===== src/rtl/alu_pipe_if.sv =====
// Request/result bundle for alu_pipe: valid/ready request side, valid/ready result side, busy.
// No storage; pure signal grouping.
// Backpressure travels on in_ready/out_ready.
interface alu_pipe_if #(parameter int WIDTH = 8);
    logic             in_valid;
    logic             in_ready;
    logic [WIDTH-1:0] data_a;
    logic [WIDTH-1:0] data_b;
    logic [3:0]       flags_in;
    logic [3:0]       operation;
    logic             out_valid;
    logic             out_ready;
    logic [WIDTH-1:0] data_z;
    logic [3:0]       flags_out;
    logic             busy;

    modport master (
        output in_valid, data_a, data_b, flags_in, operation, out_ready,
        input  in_ready, out_valid, data_z, flags_out, busy
    );

    modport slave (
        input  in_valid, data_a, data_b, flags_in, operation, out_ready,
        output in_ready, out_valid, data_z, flags_out, busy
    );
endinterface


===== src/rtl/alu_pipe.sv =====
// Single-issue ALU with {V,N,Z,C} flags and an iterative shift-and-add multiplier.
// Latency: 1 cycle for ALU ops, WIDTH+1 cycles for MUL.
// Backpressure: a held result (out_valid & !out_ready) or a running multiply drops in_ready.
module alu_pipe #(
    parameter int WIDTH = 8
) (
    input logic       clock,
    input logic       reset_n,
    alu_pipe_if.slave io
);
    localparam int CW = $clog2(WIDTH);
    localparam logic [CW-1:0] LAST = CW'(WIDTH - 1);

    localparam logic [3:0] OP_ADD = 4'd0,  OP_ADC = 4'd1,  OP_SUB = 4'd2,  OP_SBB = 4'd3;
    localparam logic [3:0] OP_AND = 4'd4,  OP_OR  = 4'd5,  OP_XOR = 4'd6,  OP_NOT = 4'd7;
    localparam logic [3:0] OP_SHL = 4'd8,  OP_SHR = 4'd9,  OP_ASR = 4'd10, OP_CMP = 4'd11;
    localparam logic [3:0] OP_MUL = 4'd12;

    typedef enum logic {IDLE, MUL} state_t;

    typedef struct packed {
        logic [WIDTH-1:0] data;
        logic [3:0]       flags;
    } res_t;

    state_t             state, state_nxt;
    logic               accept, mul_last, out_valid, in_ready;
    logic [CW-1:0]      cnt;
    logic [2*WIDTH-1:0] mcand, acc, acc_nxt;
    logic [WIDTH-1:0]   mplier;
    logic [WIDTH:0]     add_r, sub_r;
    logic [WIDTH-1:0]   alu_data, alu_fdata;
    logic               alu_c, alu_v, add_v, sub_v;
    res_t               alu_res, mul_res, out_r;

    assign accept   = io.in_valid & in_ready;
    assign mul_last = (state == MUL) && (cnt == LAST);

    // FSM: state register
    always_ff @(posedge clock or negedge reset_n) begin
        if (!reset_n) state <= IDLE;
        else          state <= state_nxt;
    end

    // FSM: next state
    always_comb begin
        state_nxt = state;
        case (state)
            IDLE: if (accept && io.operation == OP_MUL) state_nxt = MUL;
            MUL:  if (mul_last) state_nxt = IDLE;
            default: state_nxt = IDLE;
        endcase
    end

    // FSM: outputs; in_ready is held low while reset is asserted
    always_comb begin
        in_ready = reset_n && (state == IDLE) && (!out_valid || io.out_ready);
        io.busy  = (state == MUL);
    end

    always_comb begin
        add_r = {1'b0, io.data_a} + {1'b0, io.data_b}
              + (WIDTH+1)'((io.operation == OP_ADC) & io.flags_in[0]);
        sub_r = {1'b0, io.data_a} - {1'b0, io.data_b}
              - (WIDTH+1)'((io.operation == OP_SBB) & io.flags_in[0]);
        add_v = (io.data_a[WIDTH-1] == io.data_b[WIDTH-1]) && (add_r[WIDTH-1] != io.data_a[WIDTH-1]);
        sub_v = (io.data_a[WIDTH-1] != io.data_b[WIDTH-1]) && (sub_r[WIDTH-1] != io.data_a[WIDTH-1]);
    end

    // alu_fdata is what N/Z look at; it differs from the result only for CMP
    always_comb begin
        alu_data  = io.data_a;
        alu_fdata = io.data_a;
        alu_c     = 1'b0;
        alu_v     = 1'b0;
        case (io.operation)
            OP_ADD, OP_ADC: begin
                alu_data = add_r[WIDTH-1:0]; alu_fdata = alu_data;
                alu_c = add_r[WIDTH]; alu_v = add_v;
            end
            OP_SUB, OP_SBB: begin
                alu_data = sub_r[WIDTH-1:0]; alu_fdata = alu_data;
                alu_c = sub_r[WIDTH]; alu_v = sub_v;
            end
            OP_CMP: begin
                alu_fdata = sub_r[WIDTH-1:0];
                alu_c = sub_r[WIDTH]; alu_v = sub_v;
            end
            OP_AND: begin alu_data = io.data_a & io.data_b; alu_fdata = alu_data; end
            OP_OR:  begin alu_data = io.data_a | io.data_b; alu_fdata = alu_data; end
            OP_XOR: begin alu_data = io.data_a ^ io.data_b; alu_fdata = alu_data; end
            OP_NOT: begin alu_data = ~io.data_a;            alu_fdata = alu_data; end
            OP_SHL: begin
                alu_data = {io.data_a[WIDTH-2:0], 1'b0}; alu_fdata = alu_data;
                alu_c = io.data_a[WIDTH-1];
            end
            OP_SHR: begin
                alu_data = {1'b0, io.data_a[WIDTH-1:1]}; alu_fdata = alu_data;
                alu_c = io.data_a[0];
            end
            OP_ASR: begin
                alu_data = {io.data_a[WIDTH-1], io.data_a[WIDTH-1:1]}; alu_fdata = alu_data;
                alu_c = io.data_a[0];
            end
            default: ;
        endcase
        alu_res.data  = alu_data;
        alu_res.flags = {alu_v, alu_fdata[WIDTH-1], (alu_fdata == '0), alu_c};
        if (io.operation > OP_MUL) alu_res.flags = io.flags_in;
    end

    // One partial product per cycle; the final sum feeds the output register directly
    always_comb begin
        acc_nxt       = acc + (mplier[0] ? mcand : '0);
        mul_res.data  = acc_nxt[WIDTH-1:0];
        mul_res.flags = {1'b0, acc_nxt[WIDTH-1], (acc_nxt[WIDTH-1:0] == '0),
                         (acc_nxt[2*WIDTH-1:WIDTH] != '0)};
    end

    always_ff @(posedge clock or negedge reset_n) begin
        if (!reset_n) begin
            mcand  <= '0;
            mplier <= '0;
            acc    <= '0;
            cnt    <= '0;
        end else if (accept && io.operation == OP_MUL) begin
            mcand  <= {{WIDTH{1'b0}}, io.data_a};
            mplier <= io.data_b;
            acc    <= '0;
            cnt    <= '0;
        end else if (state == MUL) begin
            mcand  <= mcand << 1;
            mplier <= mplier >> 1;
            acc    <= acc_nxt;
            cnt    <= cnt + CW'(1);
        end
    end

    always_ff @(posedge clock or negedge reset_n) begin
        if (!reset_n) begin
            out_r     <= '0;
            out_valid <= 1'b0;
        end else if (accept && io.operation != OP_MUL) begin
            out_r     <= alu_res;
            out_valid <= 1'b1;
        end else if (mul_last) begin
            out_r     <= mul_res;
            out_valid <= 1'b1;
        end else if (io.out_ready) begin
            out_valid <= 1'b0;
        end
    end

    assign io.in_ready  = in_ready;
    assign io.out_valid = out_valid;
    assign io.data_z    = out_r.data;
    assign io.flags_out = out_r.flags;
endmodule


===== src/flat_wrapper.sv =====
// flat-port wrapper written by rule: the top's interface ports become plain ports
module alu_pipe_flat 
#(
    parameter int WIDTH = 8
)
  (clock, reset_n, io_in_valid, io_data_a, io_data_b, io_flags_in, io_operation, io_out_ready, io_in_ready, io_out_valid, io_data_z, io_flags_out, io_busy);
  alu_pipe_if #(.WIDTH(WIDTH)) io_i ();
  input logic clock;
  input logic reset_n;
  input wire logic [$bits(io_i.in_valid)-1:0] io_in_valid;
  input wire logic [$bits(io_i.data_a)-1:0] io_data_a;
  input wire logic [$bits(io_i.data_b)-1:0] io_data_b;
  input wire logic [$bits(io_i.flags_in)-1:0] io_flags_in;
  input wire logic [$bits(io_i.operation)-1:0] io_operation;
  input wire logic [$bits(io_i.out_ready)-1:0] io_out_ready;
  output wire logic [$bits(io_i.in_ready)-1:0] io_in_ready;
  output wire logic [$bits(io_i.out_valid)-1:0] io_out_valid;
  output wire logic [$bits(io_i.data_z)-1:0] io_data_z;
  output wire logic [$bits(io_i.flags_out)-1:0] io_flags_out;
  output wire logic [$bits(io_i.busy)-1:0] io_busy;
  assign io_i.in_valid = io_in_valid;
  assign io_i.data_a = io_data_a;
  assign io_i.data_b = io_data_b;
  assign io_i.flags_in = io_flags_in;
  assign io_i.operation = io_operation;
  assign io_i.out_ready = io_out_ready;
  assign io_in_ready = io_i.in_ready;
  assign io_out_valid = io_i.out_valid;
  assign io_data_z = io_i.data_z;
  assign io_flags_out = io_i.flags_out;
  assign io_busy = io_i.busy;
  alu_pipe #(.WIDTH(WIDTH)) u_core (.clock(clock), .reset_n(reset_n), .io(io_i));
endmodule

===== config.mk =====
export PLATFORM = sky130hd
export DESIGN_NAME = alu_pipe_flat
export DESIGN_NICKNAME = d
export VERILOG_FILES = /design/src/rtl/alu_pipe_if.sv /design/src/rtl/alu_pipe.sv /design/src/flat_wrapper.sv
export SDC_FILE = /design/constraint.sdc
export NUM_CORES = 1
export LEC_CHECK = 0
export ABC_AREA = 1
export CORE_ASPECT_RATIO = 1.75
export CORE_UTILIZATION = 40
export DETAILED_ROUTE_END_ITERATION = 12
export REMOVE_ABC_BUFFERS = 1
export SLEW_MARGIN = 30
export SYNTH_ARGS = -nofsm -noshare
export SYNTH_HDL_FRONTEND = slang
export SYNTH_SLANG_ARGS = --single-unit

===== constraint.sdc =====
create_clock -name clock -period 3.5 [get_ports clock]
set_input_delay 0.525 -clock clock [delete_from_list [all_inputs] [get_ports clock]]
set_output_delay 0.525 -clock clock [all_outputs]
set_load 0.01 [all_outputs]

**Word level (Yosys, flattened, before mapping)**

Index checks and enable logic that the tools add are counted.

- Flip-flop bits (word level): 57
- Latch bits: 0
- Bits in writable memories: 0
- Bits in read-only memories: 0
- Bits of input ports: 28
- Output and inout bits: 15
- Logic and storage cells: 83
- Memories: 0

- Add/subtract/negate cells: 6
- $mul: 0
- Divide/modulo/power cells: 0
- Order comparisons: 1
- Eq/ne operators: 18
- Shift-type cells: 0
- Multiplexer cells: 22
- Bitwise logic cells: 8
- Reduce and logical (&&, ||, !) cells: 20

Operator list:

| cell | number |
|---|---|
| case mux 8 bit (9 select lines) | 2 |
| 2-to-1 mux 16 bit | 5 |
| 2-to-1 mux 12 bit | 2 |
| == test 4 bit (second input constant) | 5 |
| adder 16 bit | 1 |
| == test 4 x 3 -> 1 bit (second input constant) | 4 |
| zero test 8 bit | 2 |
| 2-to-1 mux 8 bit | 2 |
| adder 8 x 8 -> 9 bit | 1 |
| adder 9 bit | 1 |
| subtractor 8 x 8 -> 9 bit | 1 |
| subtractor 9 bit | 1 |
| AND 8 bit | 1 |
| == test 4 x 2 -> 1 bit (second input constant) | 2 |
| inverter 8 bit | 1 |
| OR 8 bit | 1 |
| nonzero test 8 bit | 1 |
| XOR 8 bit | 1 |
| logical AND 1 bit | 7 |
| 2-to-1 mux 3 bit | 2 |
| OR reduction 2 bit | 3 |
| 2-to-1 mux 1 bit | 5 |
| == test 4 x 1 -> 1 bit (second input constant) | 1 |
| greater-than comparator 4 bit (second input constant) | 1 |
| other kinds (16) | 22 |

**Depth between registers and ports, before layout**

- Depth in word-level cells: 8
- Gate-level depth with buffers: 19
- Depth with buffers taken out: 19

**Least setup slack after synthesis**

No wires, ideal clock.

- Kind: in2reg
- Start: in io_operation[3]
- End: reg u_core.out_r, in the netlist u_core.io.flags_out[0]
- Library setup time: 0.121 ns
- Data arrival time: 2.510 ns
- Data required time: 3.379 ns
- Setup slack: 0.869 ns
- Stages: 13
- Path buffers: 0
- Cells stage by stage: nor2_1 -> nand3_1 -> fa_1 -> fa_1 -> nand3_1 -> nand2_1 -> nand4_1 -> o211ai_1 -> or2_0 -> nand2_1 -> nand3_1 -> a21boi_0 -> nand2_1

- Word-level cells in the longest chain between the ends: 6
- Elaborated cells between the ends (all ways): 22
- Those cells by class: add/sub (2); order compare (1); eq/ne (8); mux (3); bitwise (2); reduce/logical (6)

Ends and longest elaborated chain:

| what | line | source |
|---|---|---|
| start: declaration | flat_wrapper.sv:14 | `input wire logic [$bits(io_i.operation)-1:0] io_operation;` |
| == test 4 x 2 -> 1 bit / == test 4 x 1 -> 1 bit (equally long branches) | alu_pipe.sv:65, alu_pipe.sv:76, alu_pipe.sv:63 |  |
| AND 1 bit, on equally long branches | alu_pipe.sv:65, alu_pipe.sv:63 |  |
| subtractor 9 bit / adder 9 bit (equally long branches) | alu_pipe.sv:65, alu_pipe.sv:63 |  |
| case mux 1 bit (4 select lines) | alu_pipe.sv:76 | `case (io.operation)` |
| 2-to-1 mux 4 bit | alu_pipe.sv:109 | `if (io.operation > OP_MUL) alu_res.flags = io.flags_in;` |
| 2-to-1 mux 12 bit | alu_pipe.sv:143 | `end else if (accept && io.operation != OP_MUL) begin` |
| end signal: assignment | alu_pipe.sv:144 | `out_r <= alu_res;` |
| end signal: assignment | alu_pipe.sv:147 | `out_r <= mul_res;` |
| end: declaration | alu_pipe.sv:34 | `res_t alu_res, mul_res, out_r;` |

Parallel ways exist; a longest one is shown, timed or not.
A chain may end at the register's enable or synchronous reset.

**Final worst setup path**

- Start: in io_operation[0]
- End: reg u_core.out_r, in the netlist u_core.io.flags_out[1]

- Word-level cells in the longest chain between the ends: 7
- Elaborated cells between the ends (all ways): 26
- Those cells by class: add/sub (2); order compare (1); eq/ne (12); mux (3); bitwise (2); reduce/logical (6)

Ends and longest elaborated chain:

| what | line | source |
|---|---|---|
| == test 4 x 2 -> 1 bit / == test 4 x 1 -> 1 bit (equally long branches) | alu_pipe.sv:65, alu_pipe.sv:76, alu_pipe.sv:63 |  |
| AND 1 bit, on equally long branches | alu_pipe.sv:65, alu_pipe.sv:63 |  |
| subtractor 9 bit / adder 9 bit (equally long branches) | alu_pipe.sv:65, alu_pipe.sv:63 |  |
| case mux 8 bit (9 select lines) | alu_pipe.sv:76 |  |
| zero test 8 bit | alu_pipe.sv:108 | `alu_res.flags = {alu_v, alu_fdata[WIDTH-1], (alu_fdata == '0), alu_c};` |
| 2-to-1 mux 4 bit | alu_pipe.sv:109 |  |
| 2-to-1 mux 12 bit | alu_pipe.sv:143 |  |

Parallel ways exist; a longest one is shown, timed or not.

==> results list <==
- Path type of the worst setup path: primary input to flip-flop
* Half-perimeter wire length of the detailed placement result: 15790 um
- Area growth from synthesis to layout: 22.62%
- The detail route stage leaves a number of antenna-violating nets equal to 0.
- Total core area: about 12000 um^2
- At the worst endpoint, the required time is 3770 ps.
* Number of global-route vias before repair: 5493
* Part of the cycle the worst path needs: ~90%
- TritonCTS buffer count: 9
- Root buffer cell: sky130_fd_sc_hd__clkbuf_16
- In the routed design, unresolved DRC markers number 0.
- Buffers added to address setup during post-CTS repair amount to 0.
- Clock buffer depth: 2
- The number of pins with negative max-slew slack in the final report was 0.
- The final hold violation count was 0.
- STA classifies the critical path startpoint as a primary input.
- The final layout contains routed wiring with a total length of 19330 um.
* Remaining global-route overflow: 0
- Setup repair after global routing left no endpoint under its margin.
* Post-synthesis cell area: 5066 um^2
* Cts repair resizes: 0
* Average cell area after synthesis: 6.911 um^2
* DRT Pass-1 Iters: 4
- Counting flops with a built-in enable in the synthesized netlist gives 0.
- Summed over all failing endpoints, the final setup total negative slack is 0 ps.
- Cell type with the largest total area after synthesis: sky130_fd_sc_hd__dfrtp_1
* Most numerous cell on the critical path: sky130_fd_sc_hd__nand2_1
- The worst hold path belongs to the class primary input to async pin.
- STA classifies the critical path endpoint as a flip-flop.
- Net count of the finished layout: 890
- The tree built by TritonCTS fans out to between 50 and 60 sinks.
- Wire length of the first global-routing pass: 29380 um
- Total power draw: about 3600 uW
- Dividing the detail-routed wire length by the instance count gives 19.67 um.
* Arrival time of the worst setup path: 3420 ps
- The startpoint identified for the worst register-to-register timing path is u_core.mplier[0]$_DFFE_PN0P_.
- The tool flagged a number of max-cap violations equal to 0.
- Clock tree from TritonCTS: yes
- Clk_lat worst skew: 330 ps
- By area the synthesized netlist is led by sky130_fd_sc_hd__dfrtp_1, sky130_fd_sc_hd__nand2_1, sky130_fd_sc_hd__ha_1.
- Pin count of the biggest net entering global routing: 58
- Post-route minimum period: roughly 3100 ps
- After the first detailed-routing iteration, the DRC count stood at between 300 and 400.
- Async SR Flop Fraction: 100.0%
- Antenna fix cells: 0
- Measured along the x axis, the die boundary spans ~87 um.
- In this run the critical register-to-register path is captured at u_core.io.flags_out[0]$_DFFE_PN0P_.
* Starting Density: 40.75%
- Setup slack on the worst reg-to-reg path comes out at 510 ps.
* All-layer global routing usage: 30.82%
* Seq cells post-synth: 57
* Crit Path Max Fanout: 4
- The floorplan has 54 rows.
- Area share of the largest cell type after synthesis: 28.16%
- Clock-pin slew reported for the worst setup and hold paths after clock tree synthesis: around 50 ps
- Routability-driven placement finished with a final weighted congestion of 1.054.
- The count of cells in the finished layout, fillers not included, comes to 983.
- The run finished with clean final reports.
- Critical path's slowest cell: sky130_fd_sc_hd__clkdlybuf4s50_1
* Share of final-layout standard cells stronger than drive strength 1: 9.939%
- Die area: 13140 um^2
* Maximum ir drop on the vdd rail: 0.2665 mV
- Number of cell instances on the worst register-to-register path: 16
* Vias after detailed routing: 5429
- Timing would allow up to 0.3180 GHz.
* Unique cell type count in the Yosys netlist: 44
* Leakage power figure: 0.003234 uW
- For this run, the number of Yosys warnings is 0.
* Die H: ~150 um
* Most frequently used cell type in the post-synthesis netlist: sky130_fd_sc_hd__nand2_1
- The clock arrives with 6.389 ps of skew.
* Register area share after synthesis: around 28%
* Number of cells produced by synthesis: 733
- Cts-stage hold buffer count: 0
* Tightest Pin Transition: 788.1 ps
- The initial antenna violation count was 0.
- Headroom to the max-slew limit came out at 47.40%.
* Final Setup Violations: 0
- Number of vias per cell: 5.523
- After detailed placement, the design holds a cell count of 967.
- H-Tree Depth: 3
* Cell area power density: 578.7 nW/um^2
- Among all flip-flop cells after synthesis, the most frequent one is sky130_fd_sc_hd__dfrtp_1.
- Delay of the slowest cell on the worst path: 440 ps
- Number of port buffers: 42
* Top-level I/O count: 43
- Post-synth top cells: sky130_fd_sc_hd__nand2_1, sky130_fd_sc_hd__inv_1, sky130_fd_sc_hd__dfrtp_1
- Cells along the critical path: clkdlybuf4s50_1 -> buf_4 -> nand2_4 -> nor2_1 -> buf_4 -> fa_1 -> inv_1 -> fa_1 -> inv_1 -> nand3_1 -> nand2_1 -> buf_4 -> o21ai_0 -> nand2_1 -> inv_1 -> nand2_1 -> nor2_1 -> nand4_1 -> nand2_1 -> nand2_1 -> nand2_1
==> layout by cell type, fill, tap and decap left out, types with 2 or more instances in the layout <==
cell and instances:
sky130_fd_sc_hd__a21o_1 2, sky130_fd_sc_hd__a21oi_1 44, sky130_fd_sc_hd__a22o_1 6, sky130_fd_sc_hd__a22oi_1 4, sky130_fd_sc_hd__a31oi_1 3, sky130_fd_sc_hd__buf_4 37, sky130_fd_sc_hd__bufinv_16 2, sky130_fd_sc_hd__clkbuf_1 4
sky130_fd_sc_hd__clkbuf_16 9, sky130_fd_sc_hd__clkdlybuf4s50_1 41, sky130_fd_sc_hd__dfrtp_1 57, sky130_fd_sc_hd__fa_1 5, sky130_fd_sc_hd__ha_1 47, sky130_fd_sc_hd__inv_1 99, sky130_fd_sc_hd__inv_2 9, sky130_fd_sc_hd__nand2_1 191
sky130_fd_sc_hd__nand2_2 6, sky130_fd_sc_hd__nand2_4 3, sky130_fd_sc_hd__nand3_1 51, sky130_fd_sc_hd__nand3b_1 3, sky130_fd_sc_hd__nand4_1 10, sky130_fd_sc_hd__nor2_1 54, sky130_fd_sc_hd__nor2_2 8, sky130_fd_sc_hd__nor2_4 2
sky130_fd_sc_hd__nor3_1 4, sky130_fd_sc_hd__nor4_1 3, sky130_fd_sc_hd__o211ai_1 6, sky130_fd_sc_hd__o21ai_0 46, sky130_fd_sc_hd__o21ai_1 8, sky130_fd_sc_hd__o221ai_1 7, sky130_fd_sc_hd__o22ai_1 10, sky130_fd_sc_hd__o31ai_1 2
sky130_fd_sc_hd__xnor2_1 6, sky130_fd_sc_hd__xor2_1 12
==> how the worst max path moves through the flow <==
stage | from | endpoint | slack [ps] | cells after the start
global route | io_operation[3] | u_core.io.flags_out[1]$_DFFE_PN0P_ | 90 | 21
floorplan | io_operation[3] | u_core.io.flags_out[0]$_DFFE_PN0P_ | 870 | 13
finish | io_operation[0] | u_core.io.flags_out[1]$_DFFE_PN0P_ | 360 | 21
CTS | io_operation[0] | u_core.io.flags_out[1]$_DFFE_PN0P_ | 350 | 21
global placement | io_operation[1] | u_core.io.flags_out[1]$_DFFE_PN0P_ | 30 | 19
detailed placement | io_operation[0] | u_core.io.flags_out[1]$_DFFE_PN0P_ | 30 | 21
==> cells by family after synthesis <==
kind of cell,Yosys count,synth area share (%)
xor gates and xnor gates,18,3.112
DFF,57,28.16
adders and majority gates,52,13.58
buffers and inverters,122,9.311
AOI/OAI and AO/OA,146,16.92
and+or+nand+nor,338,28.92
==> metal layers <==
| metal | global-route usage (%) | vias up | wire (um) |
|---|---|---|---|
| met1 | 28.04 | 2604 | 6360 |
| met3 | 3.815 | 74 | 704 |
| met2 | 59.25 | 180 | 10700 |
| met5 | 0 | - | 0 |
| met4 | 24.92 | 0 | 1572 |
| li1 | - | 2571 | - |
==> area by class of cell <==
type | count | area (um^2)
clock buffer | 13 | 240.2
inverter | 109 | 409.1
fill | 1324 | 6220
clock inverter | 3 | 65.06
sequential | 57 | 1426
timing repair buffer | 79 | 693.2
tap | 168 | 210.2
multi-input combinational | 554 | 3168
==> power by group <==
group          switching (uW)  internal [uW]
Combinational             936            612
Clock                     296            622
Sequential                219            911
Total                    1450           2140
==> registers in the layout (all words and copies together), names as in the netlist <==
register	flops
u_core.io.out_valid	1
u_core.io.data_z	8
u_core.io.flags_out	4
u_core.io.busy	1
u_core.mcand	16
u_core.cnt	3
u_core.acc	16
u_core.mplier	8
==> stage by stage <==
| step | util, % | setup slack, ps | hold WS [ps] | area, um^2 |
|---|---|---|---|---|
| finish | 49.97 | 355.3 | 465.9 | 6212 |
| global route | 49.97 | 87.15 | 518.1 | 6212 |
| CTS | 49.97 | 346.1 | 488.8 | 6212 |
| detailed placement | 47.51 | 26.87 | 478.9 | 5907 |
| global placement | 47.51 | 31.47 | 467.7 | 5907 |
| floorplan | - | 868.9 | 229.4 | 5004 |
==> worst max-delay path, delay by kind of cell <==
kind	cells	cell delay (ps)
compound gates	1	260
buf+inv	7	1140
simple gates	11	890
fa+ha+maj	2	590
No activity file was read; power rests on OpenSTA's default activity.
